<file path="config.mk">
export PLATFORM = sky130hd
export DESIGN_NAME = load_store_unit
export DESIGN_NICKNAME = d
export VERILOG_FILES = /design/src/rtl/load_store_unit_pkg.sv /design/src/rtl/load_store_unit_align.sv /design/src/rtl/load_store_unit.sv
export SDC_FILE = /design/constraint.sdc
export NUM_CORES = 1
export LEC_CHECK = 0
export CAP_MARGIN = 20
export CORE_MARGIN = 2
export CORE_UTILIZATION = 40
export CTS_CLUSTER_DIAMETER = 30
export DETAILED_ROUTE_END_ITERATION = 10
export PLACE_DENSITY = 0.71
export SYNTH_ARGS = -nofsm -noshare
export SYNTH_HDL_FRONTEND = slang
export SYNTH_SLANG_ARGS = --single-unit
</file>
<file path="constraint.sdc">
create_clock -name iClk -period 4.5 [get_ports iClk]
set_input_delay 0.675 -clock iClk [delete_from_list [all_inputs] [get_ports iClk]]
set_output_delay 0.675 -clock iClk [all_outputs]
set_load 0.02 [all_outputs]
</file>
<file path="src/rtl/load_store_unit_pkg.sv">
// Shared types for the load/store unit: FSM states, RISC-V funct3 codes and the request bundle.
// Latency: none (types and constants only).
// Backpressure: none (types and constants only).
package corePckg;

    typedef enum logic [1:0] {
        sIdle = 2'd0,
        sReq  = 2'd1,
        sResp = 2'd2,
        sWb   = 2'd3
    } tLsState;

    // Load width/sign codes
    localparam logic [2:0] cLB  = 3'd0;
    localparam logic [2:0] cLH  = 3'd1;
    localparam logic [2:0] cLW  = 3'd2;
    localparam logic [2:0] cLBU = 3'd4;
    localparam logic [2:0] cLHU = 3'd5;

    // Store width codes
    localparam logic [2:0] cSB  = 3'd0;
    localparam logic [2:0] cSH  = 3'd1;
    localparam logic [2:0] cSW  = 3'd2;

    // One execute-stage memory request as captured at the accept edge
    typedef struct packed {
        logic        load;
        logic        store;
        logic [2:0]  funct3;
        logic [31:0] addr;
        logic [31:0] data;
        logic [4:0]  rd;
    } tLsReq;

endpackage

</file>
<file path="src/rtl/load_store_unit_align.sv">
// Combinational legality check, store byte-lane steering and load extraction/extension.
// Latency: zero cycles (pure combinational).
// Backpressure: none; LSU_ALIGN_CHECK_EN makes misaligned requests illegal, otherwise low address bits are forced to 0.
module ls_align
    import corePckg::*;
(
    input  tLsReq       iAccReq,
    output logic        oLegal,
    input  tLsReq       iCurReq,
    input  logic [31:0] iRData,
    output logic [3:0]  oWEn,
    output logic [31:0] oWData,
    output logic [31:0] oLdData
);

    logic        codeOk;
    logic [1:0]  curOff;
    logic [7:0]  ldByte;
    logic [15:0] ldHalf;

    // Opcode/width legality of the request currently offered by execute
    always_comb begin
        codeOk = 1'b0;
        if (iAccReq.load && !iAccReq.store) begin
            codeOk = iAccReq.funct3 inside {cLB, cLH, cLW, cLBU, cLHU};
        end else if (iAccReq.store && !iAccReq.load) begin
            codeOk = iAccReq.funct3 inside {cSB, cSH, cSW};
        end
    end

`ifdef LSU_ALIGN_CHECK_EN
    // funct3[1:0] encodes the access size: 0 byte, 1 half, 2 word
    assign oLegal = codeOk &&
                    !((iAccReq.funct3[1:0] == 2'd1 && iAccReq.addr[0]) ||
                      (iAccReq.funct3[1:0] == 2'd2 && iAccReq.addr[1:0] != 2'b00));
`else
    assign oLegal = codeOk;
`endif

    // Lane offset with bits below the access size cleared; a no-op for aligned requests
    always_comb begin
        curOff = iCurReq.addr[1:0];
        if (iCurReq.funct3[1:0] == 2'd2) begin
            curOff = 2'b00;
        end else if (iCurReq.funct3[1:0] == 2'd1) begin
            curOff = {iCurReq.addr[1], 1'b0};
        end
    end

    // Store data replication and byte write enables
    always_comb begin
        oWEn   = 4'b0000;
        oWData = 32'd0;
        if (iCurReq.store) begin
            case (iCurReq.funct3)
                cSB: begin
                    oWData = {4{iCurReq.data[7:0]}};
                    oWEn   = 4'b0001 << curOff;
                end
                cSH: begin
                    oWData = {2{iCurReq.data[15:0]}};
                    oWEn   = curOff[1] ? 4'b1100 : 4'b0011;
                end
                cSW: begin
                    oWData = iCurReq.data;
                    oWEn   = 4'b1111;
                end
                default: begin
                    oWData = 32'd0;
                    oWEn   = 4'b0000;
                end
            endcase
        end
    end

    // Pick the addressed lane of the read word and sign/zero-extend it
    always_comb begin
        case (curOff)
            2'd0:    ldByte = iRData[7:0];
            2'd1:    ldByte = iRData[15:8];
            2'd2:    ldByte = iRData[23:16];
            default: ldByte = iRData[31:24];
        endcase
        ldHalf = curOff[1] ? iRData[31:16] : iRData[15:0];
        case (iCurReq.funct3)
            cLB:     oLdData = {{24{ldByte[7]}}, ldByte};
            cLBU:    oLdData = {24'd0, ldByte};
            cLH:     oLdData = {{16{ldHalf[15]}}, ldHalf};
            cLHU:    oLdData = {16'd0, ldHalf};
            default: oLdData = iRData;
        endcase
    end

endmodule

</file>
<file path="src/rtl/load_store_unit.sv">
// Data-memory initiator: turns execute load/store requests into word accesses and load writebacks.
// Latency: store 2 cycles accept-to-ready, load 4 cycles with writeback pulse 3 cycles after accept.
// Backpressure: oReady low while busy or flushing; LSU_ALIGN_CHECK_EN selects misalignment trapping.
module load_store_unit
    import corePckg::*;
#(
    parameter  int cXLEN     = 32,
    parameter  int cRamDepth = 1024,
    localparam int cAddrW    = $clog2(cRamDepth)
) (
    input  logic              iClk,
    input  logic              iRst,
    input  logic              iValid,
    output logic              oReady,
    input  logic              iLoad,
    input  logic              iStore,
    input  logic [2:0]        iFunct3,
    input  logic [cXLEN-1:0]  iAddr,
    input  logic [cXLEN-1:0]  iStoreData,
    input  logic [4:0]        iRdAddr,
    input  logic              iFlush,
    output logic              oMemEn,
    output logic [3:0]        oMemWEn,
    output logic [cAddrW-1:0] oMemAddr,
    output logic [cXLEN-1:0]  oMemWData,
    input  logic [cXLEN-1:0]  iMemRData,
    output logic              oWbValid,
    output logic [4:0]        oWbRdAddr,
    output logic [cXLEN-1:0]  oWbData,
    output logic              oExcValid,
    output logic [cXLEN-1:0]  oExcAddr
);

    tLsState     state;
    tLsState     nextState;
    tLsReq       accReq;
    tLsReq       reqQ;
    logic        legal;
    logic        accept;
    logic        killWb;
    logic [3:0]  wEn;
    logic [31:0] wData;
    logic [31:0] ldData;

    assign accReq = '{load: iLoad, store: iStore, funct3: iFunct3, addr: iAddr,
                      data: iStoreData, rd: iRdAddr};

    // Ready is also held low during reset so every output reads 0 while it is asserted
    assign oReady    = !iRst && (state == sIdle) && !iFlush;
    assign accept    = iValid && oReady;
    assign oMemAddr  = reqQ.addr[cAddrW+1:2];
    assign oMemWData = wData;
    assign oMemWEn   = (state == sReq) ? wEn : 4'b0000;

    ls_align uAlign (
        .iAccReq (accReq),
        .oLegal  (legal),
        .iCurReq (reqQ),
        .iRData  (iMemRData),
        .oWEn    (wEn),
        .oWData  (wData),
        .oLdData (ldData)
    );

    // FSM state register
    always_ff @(posedge iClk or posedge iRst) begin
        if (iRst) begin
            state <= sIdle;
        end else begin
            state <= nextState;
        end
    end

    // Next state plus the memory strobe and writeback pulse
    always_comb begin
        nextState = state;
        oMemEn    = 1'b0;
        oWbValid  = 1'b0;
        case (state)
            sIdle: begin
                if (accept && legal) begin
                    nextState = sReq;
                end
            end
            sReq: begin
                oMemEn    = 1'b1;
                nextState = reqQ.load ? sResp : sIdle;
            end
            sResp: begin
                nextState = sWb;
            end
            sWb: begin
                oWbValid  = !killWb && !iFlush;
                nextState = sIdle;
            end
            default: begin
                nextState = sIdle;
            end
        endcase
    end

    // Request capture, flush tracking, exception pulse and writeback data register
    always_ff @(posedge iClk or posedge iRst) begin
        if (iRst) begin
            reqQ      <= '0;
            killWb    <= 1'b0;
            oExcValid <= 1'b0;
            oExcAddr  <= '0;
            oWbData   <= '0;
            oWbRdAddr <= '0;
        end else begin
            oExcValid <= accept && !legal;
            if (accept) begin
                if (legal) begin
                    reqQ   <= accReq;
                    killWb <= 1'b0;
                end else begin
                    oExcAddr <= iAddr;
                end
            end else if (iFlush && state != sIdle) begin
                // A flushed store still writes; only the load writeback is dropped
                killWb <= 1'b1;
            end
            if (state == sResp && !killWb && !iFlush) begin
                oWbData   <= ldData;
                oWbRdAddr <= reqQ.rd;
            end
        end
    end

endmodule

</file>
* Word level (Yosys, flattened, before mapping)
Cells that the tools add are included.
Cells by class: shifts and indexed selects 1, bitwise gates (word level) 1, reduce and logical (&&, ||, !) cells 28, equality and inequality tests 17, mux-type cells 21
Operators by type and width (count):
- $pmux 32 s4 | 1
- $pmux 32 s3 | 1
- $mux 32 | 1
- $pmux 8 s3 | 1
- $mux 16 | 1
- $eq 3x3->1 const B | 4
- $mux 4 | 3
- $pmux 4 s3 | 1
- $logic_and 1x1->1 | 11
- $eq 2x2->1 const B | 4
- $mux 1 | 8
- $pmux 2 s4 | 1
- $eq 2x1->1 const B | 3
- $eq 3x1->1 const B | 2
- $eq 3x2->1 const B | 2
- $logic_not 1->1 | 6
- $logic_not 3->1 | 2
- $mux 2 | 3
- $reduce_and 2->1 | 3
- $reduce_bool 5->1 | 1
- $logic_not 2->1 | 2
- $reduce_bool 2->1 | 2
- $shl 1x2->4 const A | 1
- $reduce_bool 3->1 | 1
- other kinds (3) | 3
Word-level totals: register bits 127, input port bits 110, logic and storage cells 80

* Depth between registers and ports, before layout
word-level depth 7, gate-level depth with buffers 8, mapped depth without buffers 5

* Hierarchy
A second synthesis with hierarchy kept.
Second synthesis, totals: cell total of the unflattened synthesis 571, area, all modules 7078.0 sq um
Modules (own cells, without submodules):
- load_store_unit | cells an instance 334, instances 1, area each 5639.2 sq um
- ls_align | cells an instance 237, instances 1, area each 1438.9 sq um

* Worst setup path after synthesis
No wires, ideal clock.
path kind input to register, from in iFlush, to reg reqQ[0] (netlist name), data required time 4.375 ns, stages 6, data arrival time 2.446 ns, path buffers 3, path slack 1.930 ns, cell sequence nor4_1 and4_1 buf_4 buf_6 buf_6 mux2_2
On the way: word-level cells in the longest chain between the ends 4
RTL lines:
- start: declaration | line load_store_unit.sv:21 | input logic iFlush,
- $logic_not 1->1 | line load_store_unit.sv:49 | assign oReady = !iRst && (state == sIdle) && !iFlush;
- $logic_and 1x1->1 | line load_store_unit.sv:49
- $logic_and 1x1->1 | line load_store_unit.sv:50 | assign accept = iValid && oReady;
- $reduce_and 2->1 (no line)
- end signal: assignment | line load_store_unit.sv:115 | reqQ <= accReq;
- end: declaration | line load_store_unit.sv:37 | tLsReq reqQ;
Every way passes these cells. A chain may end at the register's enable or synchronous reset.

* Worst setup path in the final report
from reg reqQ[69] (netlist name), to out oMemWData[9]
On the way: word-level cells in the longest chain between the ends 3, elaborated cells on any way between the ends 5, those cells by class eq/ne (2); mux (2); reduce/logical (1)
RTL lines:
- $eq 3x2->1 (tied with other cells) | line load_store_unit_align.sv:55 | case (iCurReq.funct3)
- $pmux 32 s3 (*) | line load_store_unit_align.sv:55
- $mux 32 (*) | line load_store_unit_align.sv:54 | if (iCurReq.store) begin
- end: declaration | line load_store_unit.sv:25 | output logic [cXLEN-1:0] oMemWData,
Mark *: on every way between the ends. The rest lies on a longest branch, timed or not.

==> flow_summary.json <==
{
  "syn_inst": 560,
  "ios": 229,
  "synthTopCellsByArea": "dfrtp_1, mux2_2, a21oi_1, nor2_1, nand2_1",
  "clock.fmax_mhz": 271.4,
  "antenna_left": 0,
  "drc": 0,
  "cp_max_fo": 15,
  "slowest_stage": "clkdlybuf4s50_1",
  "antenna_found_initial": 0,
  "crit_arrival_ns": 3.01,
  "yosysSeqAreaShare": 0.5281,
  "cellPowerDensity_mw_per_mm2": 714.8,
  "tns_ns": 0,
  "yosysUniqueCellTypes": 39,
  "drtIter0Drc": 367,
  "drt-vias-per-instance": 5.401,
  "startpoint_type": "register",
  "grt_max_degree": 88,
  "diodes": 0,
  "cts_resized": 0,
  "vias": 5185,
  "root_buffer": "clkbuf_16",
  "cts_tree": "yes",
  "grt_usage": 0.2290,
  "path_cells": "nor2b_1 -> or2_1 -> a22oi_1 -> nor2_1 -> clkdlybuf4s50_1",
  "dieArea_sq_mm": 0.01604,
  "yosys_warnings": 0,
  "async_flop_share": 1.000,
  "post_cts_buffers": 0,
  "netlist.area_leader.share": 0.5281,
  "place_congestion": 0.9128,
  "grt_pass1_vias": 5244,
  "reg2reg_slack_ns": 1.48,
  "die_w_um": 126.7,
  "overflow": 0,
  "maxSlewHeadroom": 0.2731,
  "clk_latency_ns": 0.41,
  "cts_hold_buf": 0,
  "wl_per_cell_um": 19.03,
  "coreArea_sq_mm": 0.01464,
  "drv_slew": 0,
  "placementRows": 44,
  "setup_viol": 0,
  "h-tree-depth": 4,
  "avgSynthCellArea_sq_um": 10.75,
  "grt_pass1_wl_um": 28380,
  "postSynthNetCount": 670,
  "rsz0062_at_grt": "no",
  "nets": 873,
  "cts_buffers": 17,
  "start_util": 0.4110,
  "synth_edf_count": 0,
  "yosys.area.top_type": "dfrtp_1",
  "cts_buffer_depth": 2,
  "tightestPinTransition_ns": 1.086,
  "peakVddDrop_uv": 330.1,
  "report.power.total_mw": 6.356,
  "synth-main-ff-cell": "dfrtp_1",
  "fin_hold_ws_ns": 0.4727,
  "final_hold_viol_count": 0,
  "critPathRequiredTime_ns": 3.83,
  "end_kind": "output port",
  "clock_sinks": 127,
  "leakagePower_nw": 3.637,
  "finalCritPeriodShare": 0.8188,
  "hold_class": "reg2reg",
  "die_height_um": 126.7,
  "skew_ns": 0.007213,
  "layout-drive-gt1-share": 0.1740,
  "status": "complete, no violations",
  "drtPass1Iterations": 5,
  "maxCapViolCount": 0,
  "crit_type": "reg2out",
  "wl_um": 18270,
  "synth-seq-cells": 127,
  "clkTransAtPathRegs_ns": 0.06,
  "syn_to_final_growth_pct": 47.75,
  "cpPeakStageDelay_ns": 0.65,
  "period_needed_ns": 3.685,
  "hpwl_um": 13000,
  "syn_area_sq_mm": 0.006018,
  "io_buffers": 228
}
-- worst paths after layout --
| kind | to | depth (start not counted) | start |
|---|---|---|---|
| worst max-delay path | oMemWData[9] | 5 | reqQ[69] |
| worst min-delay path | oWbRdAddr[1] | 2 | reqQ[1] |
| worst max register to register | oWbData[9] | 5 | reqQ[69] |
| worst min register to register | oWbRdAddr[1] | 2 | reqQ[1] |
| max in group asynchronous | oExcAddr[8] | 3 | iRst |
| min in group asynchronous | oExcAddr[22] | 2 | iRst |
-- Yosys cell counts (2+ instances only) --
| master | number |
|---|---|
| inv_1 | 4 |
| a31oi_1 | 15 |
| and2_1 | 8 |
| nor3_1 | 9 |
| a21oi_1 | 46 |
| nor2b_1 | 11 |
| buf_1 | 2 |
| nor4_1 | 3 |
| mux2_2 | 90 |
| dfrtp_1 | 127 |
| a211oi_1 | 16 |
| o21ai_0 | 25 |
| nor2_1 | 57 |
| nand3b_1 | 2 |
| nand2_1 | 51 |
| and2b_1 | 2 |
| buf_4 | 18 |
| a22oi_1 | 8 |
| buf_6 | 7 |
| nand2b_1 | 5 |
| clkbuf_1 | 19 |
| o22ai_1 | 7 |
| buf_2 | 5 |
| or3_1 | 8 |
-- power breakdown --
part           switching (mW)  internal, mW
registers               0.425          1.69
logic                    1.51          1.42
clock network           0.475         0.828
total                    2.41          3.94
-- per-stage QoR --
stage	instances	setup slack (ns)	cell area, sq um	util
5_1_grt	960	0.6007	8892	0.6072
4_1_cts	959	0.8056	8865	0.6053
3_5_place_dp	927	1.246	8300	0.5668
2_1_floorplan	560	0.4407	6018	-
6_report	960	0.8154	8892	0.6072
3_3_place_gp	927	1.277	8300	0.5668
-- cells by family after synthesis --
family | synth area share
multiplexers | 0.1701
AND/OR/NAND/NOR | 0.1249
flip-flops | 0.5281
AO/OA/AOI/OAI | 0.1210
buffers and inverters | 0.05592
-- layer usage --
layer,vias up,part of all wire,wire [um],GRT usage
li1,2361,-,-,-
met1,2559,0.41,7523,0.2894
met2,239,0.48,8746,0.3669
met3,26,0.090,1645,0.08477
met4,0,0.019,356,0.07563
met5,-,0,0,0
-- final cells by class --
class,instances,area [sq um]
clock buffer,26,509.2
clock inverter,6,55.05
fill,1228,5752
inverter,5,21.27
multi-input combinational,377,2519
sequential,127,3178
tap,184,230.2
timing repair buffer,235,2380
-- critical path: cells and delay by family (launching register included) --
| family | cells | cell delay [ns] |
|---|---|---|
| DFF | 1 | 0.54 |
| buffers and inverters | 1 | 0.65 |
| AOI/OAI and AO/OA | 1 | 0.16 |
| and+or+nand+nor | 3 | 1.24 |
-- placed cells by master, fill, tap and decap left out, drive strengths merged, types with 3 or more instances in the layout --
| cell | n |
|---|---|
| clkdlybuf4s50 | 228 |
| dfrtp | 127 |
| mux2 | 90 |
| nor2 | 58 |
| nand2 | 51 |
| a21oi | 47 |
| o21ai | 27 |
| clkbuf | 26 |
| a211oi | 16 |
| a31oi | 15 |
| nor2b | 11 |
| nor3 | 9 |
| a22oi | 8 |
| and2 | 8 |
| or3 | 8 |
| o22ai | 7 |
| buf | 7 |
| nand2b | 5 |
| clkinv | 5 |
| inv | 5 |
| nor4 | 3 |
-- sequential cells by signal, indices dropped and copies added (netlist names), named ones only --
register	cells
killWb	1
oWbRdAddr	5
oMemAddr	10
oExcAddr	32
reqQ	44
oWbData	32
state	1
oExcValid	1
Note: power is estimated with default switching activity, not from simulation.
